$ cat config.mk
export PLATFORM = sky130hd
export DESIGN_NAME = hazard_ctrl
export DESIGN_NICKNAME = d
export VERILOG_FILES = /design/src/rtl/hazard_ctrl.sv
export SDC_FILE = /design/constraint.sdc
export NUM_CORES = 1
export LEC_CHECK = 0
export CAP_MARGIN = 20
export CORE_AREA = 2 2 39 41
export DETAILED_ROUTE_END_ITERATION = 12
export DIE_AREA = 0 0 41 43
export PLACE_DENSITY = 0.77
export SLEW_MARGIN = 25
export SYNTH_ARGS = -nofsm -noshare
export SYNTH_HDL_FRONTEND = slang
export SYNTH_SLANG_ARGS = --single-unit
$ cat constraint.sdc
create_clock -name clk -period 4.2 [get_ports clk]
set_input_delay 1.05 -clock clk [delete_from_list [all_inputs] [get_ports clk]]
set_output_delay 1.05 -clock clk [all_outputs]
set_load 0.1 [all_outputs]
$ cat src/rtl/hazard_ctrl.sv
// Hazard controller for the 5-stage MIPS pipeline: load-use bubble, taken-branch squash and multi-cycle EX freeze.
// Define HAZARD_PERF_EN to add saturating StallCycles/FlushEvents/MulCycles counters.
module hazard_ctrl #(
   parameter int MUL_LAT = 4,
   parameter int CNT_W   = 4
) (
   input  logic       clk,
   input  logic       Reset,
   input  logic [4:0] IDRsReg,
   input  logic [4:0] IDRtReg,
   input  logic       IDUsesRs,
   input  logic       IDUsesRt,
   input  logic       EXMemRead,
   input  logic [4:0] EXRtReg,
   input  logic       EXBranchTaken,
   input  logic       EXMultiCycle,
   output logic       PCWrite,
   output logic       IFIDWrite,
   output logic       IFIDFlush,
   output logic       IDEXWrite,
   output logic       IDEXFlush,
   output logic       EXMEMFlush,
`ifdef HAZARD_PERF_EN
   output logic [15:0] StallCycles,
   output logic [15:0] FlushEvents,
   output logic [15:0] MulCycles,
`endif
   output logic       Busy
);

   typedef enum logic {IDLE, MUL_BUSY} state_t;

   // The entry cycle counts toward MUL_LAT, so the counter is loaded with MUL_LAT-2.
   localparam bit               MUL_EN   = (MUL_LAT > 1);
   localparam logic [CNT_W-1:0] CNT_LOAD = CNT_W'(MUL_EN ? MUL_LAT - 2 : 0);

   state_t             state_q, state_d;
   logic [CNT_W-1:0]   cnt_q, cnt_d;
   logic               load_use, branch_flush, mul_entry;

   assign load_use = EXMemRead && (EXRtReg != 5'd0) &&
                     ((IDUsesRs && (IDRsReg == EXRtReg)) ||
                      (IDUsesRt && (IDRtReg == EXRtReg)));

   assign branch_flush = (state_q == IDLE) && EXBranchTaken;
   assign mul_entry    = (state_q == IDLE) && !EXBranchTaken && EXMultiCycle && MUL_EN;

   // NOTE: every output gets a default before the priority chain, so no latch is inferred.
   always_comb begin
      PCWrite    = 1'b1;
      IFIDWrite  = 1'b1;
      IFIDFlush  = 1'b0;
      IDEXWrite  = 1'b1;
      IDEXFlush  = 1'b0;
      EXMEMFlush = 1'b0;
      Busy       = 1'b0;
      if (Reset) begin
         PCWrite    = 1'b0;
         IFIDWrite  = 1'b0;
         IFIDFlush  = 1'b1;
         IDEXFlush  = 1'b1;
         EXMEMFlush = 1'b1;
      end else if (state_q == MUL_BUSY || mul_entry) begin
         PCWrite    = 1'b0;
         IFIDWrite  = 1'b0;
         IDEXWrite  = 1'b0;
         EXMEMFlush = 1'b1;
         Busy       = (state_q == MUL_BUSY);
      end else if (branch_flush) begin
         IFIDFlush  = 1'b1;
         IDEXFlush  = 1'b1;
      end else if (load_use) begin
         PCWrite    = 1'b0;
         IFIDWrite  = 1'b0;
         IDEXFlush  = 1'b1;
      end
   end

   always_comb begin
      state_d = state_q;
      cnt_d   = cnt_q;
      if (state_q == IDLE) begin
         if (mul_entry) begin
            state_d = MUL_BUSY;
            cnt_d   = CNT_LOAD;
         end
      end else if (cnt_q == '0) begin
         state_d = IDLE;
      end else begin
         cnt_d = cnt_q - 1'b1;
      end
   end

   // NOTE: state uses non-blocking assignments so every flop samples pre-edge values.
   always_ff @(posedge clk or posedge Reset) begin
      if (Reset) begin
         state_q <= IDLE;
         cnt_q   <= '0;
      end else begin
         state_q <= state_d;
         cnt_q   <= cnt_d;
      end
   end

`ifdef HAZARD_PERF_EN
   logic [15:0] stall_q, flush_q, mul_q;

   always_ff @(posedge clk or posedge Reset) begin
      if (Reset) begin
         stall_q <= '0;
         flush_q <= '0;
         mul_q   <= '0;
      end else begin
         if (!PCWrite && stall_q != 16'hFFFF)
            stall_q <= stall_q + 16'd1;
         if (branch_flush && flush_q != 16'hFFFF)
            flush_q <= flush_q + 16'd1;
         if ((Busy || mul_entry) && mul_q != 16'hFFFF)
            mul_q <= mul_q + 16'd1;
      end
   end

   assign StallCycles = stall_q;
   assign FlushEvents = flush_q;
   assign MulCycles   = mul_q;
`endif

endmodule
* Yosys cells after proc, flatten, opt, wreduce, memory -nomap -nowiden
Index checks and enable logic that the tools add are counted.
** Word-level totals
- Bits in registers :: 5
- Input port bits :: 22
- Output and inout port bits :: 7
- Word-level logic and storage cells :: 44
** Cells by class
- Add/subtract/negate cells :: 1
- Equal/unequal tests :: 3
- Mux-type cells :: 23
- Bitwise operators :: 1
- Reductions and logical operators :: 14
** Operators by type and width (count)
- $mux 1 :: 20
- $mux 4 :: 3
- $eq 5x5->1 :: 2
- $logic_and 1x1->1 :: 7
- $reduce_bool 5->1 :: 1
- $logic_not 4->1 :: 1
- $sub 4x1->4 const B :: 1
- $logic_or 1x1->1 :: 2
- $ne 2x2->1 const B :: 1
- $reduce_and 2->1 :: 1
- $reduce_bool 2->1 :: 1
- $logic_not 1->1 :: 1
- $not 1->1 :: 1

* Depth between registers and ports, before layout
Gate-level depths: netlist of run 1.
- Depth in word-level cells :: 8
- Depth in mapped cells :: 6
- Mapped depth without buffers :: 6

* Worst setup path after synthesis of run 1
No wires, ideal clock.
- Path type :: input-to-output
- Start point :: input EXRtReg[3]
- End point :: output IDEXFlush
- Arrival time :: 3.384 ns
- Required time :: 3.150 ns
- Path slack :: -0.234 ns
- Stages on the path :: 4
- Path buffers :: 0
- Cell sequence :: xor2_1 nor4_2 a32oi_1 o41ai_2
** Between the ends
- Longest elaborated chain between the ends :: 8
- Elaborated cells on any way between the ends :: 12
- Those cells by class :: 2 x eq/ne; 4 x mux; 6 x reduce/logical
** Ends and longest elaborated chain
- from (decl) :: line 14 : input logic [4:0] EXRtReg,
- $eq 5x5->1, on equally long branches :: line 42, 43
- $logic_and 1x1->1, on equally long branches :: line 42, 43
- $logic_or 1x1->1 :: line 42 : ((IDUsesRs && (IDRsReg == EXRtReg)) ||
- $logic_and 1x1->1 (*) :: line 41 : assign load_use = EXMemRead && (EXRtReg != 5'd0) &&
- $mux 1 (*) :: line 72 : end else if (load_use) begin
- $mux 1 (*) :: line 69 : end else if (branch_flush) begin
- $mux 1 (*) :: line 63 : end else if (state_q == MUL_BUSY || mul_entry) begin
- $mux 1 (*) :: line 57 : if (Reset) begin
- to (decl) :: line 21 : output logic IDEXFlush,
Every way passes the cells marked *; elsewhere a longest branch is shown, timed or not.

* Worst setup path in the final report of run 1
- Start point :: input EXRtReg[1]
- End point :: output PCWrite
** Between the ends
- Longest elaborated chain between the ends :: 8
- Elaborated cells on any way between the ends :: 12
- Those cells by class :: 2 x eq/ne; 4 x mux; 6 x reduce/logical
** Ends and longest elaborated chain
- $eq 5x5->1, on equally long branches :: line 42, 43
- $logic_and 1x1->1, on equally long branches :: line 42, 43
- $logic_or 1x1->1 :: line 42
- $logic_and 1x1->1 (*) :: line 41
- $mux 1 (*) :: line 72
- $mux 1 (*) :: line 69
- $mux 1 (*) :: line 63
- $mux 1 (*) :: line 57
- to (decl) :: line 17 : output logic PCWrite,
Marks and branches as above.

==> summary.txt, run 1 <==
Drt
  – Vias per cell: 4.85
  – Total length of routed wires: 1060 um
  – Number of violations reported at the end of detailed-routing iteration 0: 0
  – Final routed DRC violation total: 0
  – TritonRoute pass-1 iters: 1
  – Antenna-violating nets left: 0
  – Drt wl/cell: 11.0 um
  – Routed via count: 470

Die
  – DIE WIDTH: 41 um
  – Row Count: 14
  – Core region area: 1380 um2
  – Io pins: 29
  – Overall die area: 1760 um2
  – Effective utilization at floorplan: 32.2%
  – Die Ht: 43 um

Timing
  – Actual transition at the worst max-transition pin: 0.455 ns
  – Final-layout setup total negative slack: 0 ns
  – Final-report max-slew violation count: 0
  – F_max: 257 MHz
  – Tightest slew margin relative to the limit: 69.4%
  – Crit path time final: 3.88 ns
  – Hold Vio Cnt, Final: 0
  – Unrepaired setup endpoints after global routing: no
  – Endpoints failing setup: 0
  – Fraction of the cycle the final worst path needs: 92.5%
  – Setup clock skew after layout: 0.00155 ns

Synthesis
  – Mux share of post-synthesis cell area: 2.25%
  – Synthesized-area fraction occupied by xor and xnor cells: 23.6%
  – Register bit count reported by yosys: 5
  – Prevailing post-synth register cell: sky130_fd_sc_hd__dfrtp_1
  – Yosys top cell area share: 28.1%
  – Sequential-to-total area share from yosys stat: 28.1%
  – Adder and majority cell fraction of the synthesized area: 2.81%
  – Cell type contributing the most total cell area after synthesis: sky130_fd_sc_hd__dfrtp_1
  – Compound-Gate Fraction of Synth Area: 17.4%
  – Unique cell type count in the Yosys netlist: 23
  – Post-Syn Area: 445 um2
  – Net count of the mapped netlist: 73
  – Number of warning messages in the yosys log: 0
  – Share of flip-flops with an asynchronous set or reset: 100%
  – Post-synth EDFFs: 0
  – Simple-gate share of the synthesized area: 19.1%
  – Biggest area contributors in the synthesized netlist: sky130_fd_sc_hd__dfrtp_1, sky130_fd_sc_hd__xor2_1, sky130_fd_sc_hd__nor2b_1, sky130_fd_sc_hd__inv_1, sky130_fd_sc_hd__xnor2_1
  – Average footprint of a synthesized cell: 8.91 um2
  – Main combinational cell family by area after synthesis: XOR/XNOR gates
  – Mapped Cells: 50

GRT
  – Global route overflow: 0
  – Maximum number of pins on one net before global-route repair: 10
  – Total routing resource utilization after global routing: 14.9%
  – Wire length of the first global-routing pass: 1740 um
  – Number of antenna violations at the first check in global routing: 0
  – Vias in the first global route: 463

Worst setup path
  – Launching element type of the critical path: input port
  – Worst EP required: 3.15 ns
  – Worst flop-to-flop path endpoint: cnt_q[0]
  – FF-to-FF Start: cnt_q[0]
  – Classification of the worst setup path: input port to output port
  – R2R depth: 6
  – Setup slack of the most critical reg-to-reg path: 2.73 ns
  – CP Capture Type: output port
  – CP Max Fanout: 3
  – Worst endpoint data arrival time: 2.83 ns

Run status
  – Run status: complete, no violations

Clocking
  – Cts bufs inserted: 3
  – # hold bufs at CTS: 0
  – CTS max path bufs: 2
  – Clock tree from TritonCTS: built
  – Total of cells resized after clock tree synthesis: 0
  – Worst skew pair latency: 0.24 ns
  – Level count of the clock H-tree: 1
  – Number of buffers inserted by post-CTS setup repair: 0
  – CTS sink cnt: 5
  – CTS clk-pin slew, worst paths: 0.04 ns
  – Clk root buf: sky130_fd_sc_hd__clkbuf_4

Placed design
  – Number of I/O port buffers: 28
  – GP Congestion: 0.620
  – Estimated wirelength of the detail-placed design: 948 um

Finish
  – Inserted Diodes: 0
  – Most frequent cells in the layout: sky130_fd_sc_hd__clkdlybuf4s50_1, sky130_fd_sc_hd__xor2_1, sky130_fd_sc_hd__inv_1
  – Number of filler instances in the final layout: 127
  – Commonest non-fill, non-tap cell in the layout: sky130_fd_sc_hd__clkdlybuf4s50_1
  – Layout area overhead: 78.7%
  – Share of post-route cells with drive strength above 1: 14.8%
  – Final net count: 105

Power
  – Power Total: 0.437 mW
  – Static leakage power: 0.331 nW
  – Worst vdd ir: 0.379 mV
  – Power density cells: 549 nW/um2

Min path
  – Beginning of the worst hold path: cnt_q[0]
  – Sink of the worst hold path: cnt_q[0]
  – Hold Path Depth: 1
  – Hold Path Class: flop to flop

Run
  – Max-cap check violation count: 0
## metrics by stage
step           hold WS, ns  std cells  util [%]  area, um2  setup WS, ns
3_5_place_dp         0.501         93      55.6        769         0.300
3_3_place_gp         0.494         93      55.6        769         0.343
2_1_floorplan        0.473         50         -        457        0.0714
6_report             0.510         97      57.5        796         0.315
4_1_cts              0.506         97      57.5        796         0.294
5_1_grt              0.523         97      57.5        796         0.225
## cell usage after synthesis (all sizes together), types with 2 or more instances
library cell / count
inv: 6
xnor2: 2
nor2b: 4
dfrtp: 5
nor3: 2
o21ai: 4
nor4: 2
xor2: 10
nor2: 3
## cell families after synthesis
group                    after synthesis
buffers and inverters                  7
AO/OA/AOI/OAI                         10
flip-flops                             5
AND/OR/NAND/NOR                       14
XOR/XNOR                              12
multiplexers                           1
adder cells (fa/ha/maj)                1
## power by group
group          switching (mW)  internal [mW]
Combinational           0.179         0.0975
Sequential             0.0309         0.0734
Clock                  0.0197         0.0359
Total                   0.230          0.207
## registers in the layout, summed over array words and instances (netlist names)
| register | flops |
|---|---|
| state_q | 1 |
| cnt_q | 4 |
## layer usage
layer	share of wire (%)	vias up	global-route usage, %	wire (um)
met1	34	207	13.0	359
met3	9.4	3	4.19	100
li1	-	235	-	-
met4	2.3	0	12.0	24
met5	0	-	0	0
met2	54	25	25.6	579
## area by class of cell
class	instances	area [um2]	area share [%]
well taps	16	20.0	2.52
repair buffers	28	300	37.7
clock buffers	4	26.3	3.30
multi-input cells	38	302	37.9
inverters	6	22.5	2.83
flip-flops and latches	5	125	15.7
## critical path, cell delays in order
cell and delay [ns]:
sky130_fd_sc_hd__clkdlybuf4s50_1 0.46, sky130_fd_sc_hd__or4_1 0.56, sky130_fd_sc_hd__o21ai_1 0.26, sky130_fd_sc_hd__o31a_1 0.30, sky130_fd_sc_hd__buf_12 0.21
## worst max-delay path by stage
stage,end,depth (start not counted),from
floorplan,PCWrite,4,EXRtReg[1]
global placement,IDEXFlush,6,EXRtReg[3]
finish,PCWrite,5,EXRtReg[1]
global route,PCWrite,5,EXRtReg[1]
detailed placement,PCWrite,5,EXRtReg[1]
CTS,PCWrite,5,EXRtReg[1]
(Power assumes the default switching activity.)
==> run 2, diff against run 1 <==
SKIP_CTS_REPAIR_TIMING = 1   (was default)
==> results of run 2 <==
No change in the layout: final DEF, timing and power equal those of run 1.
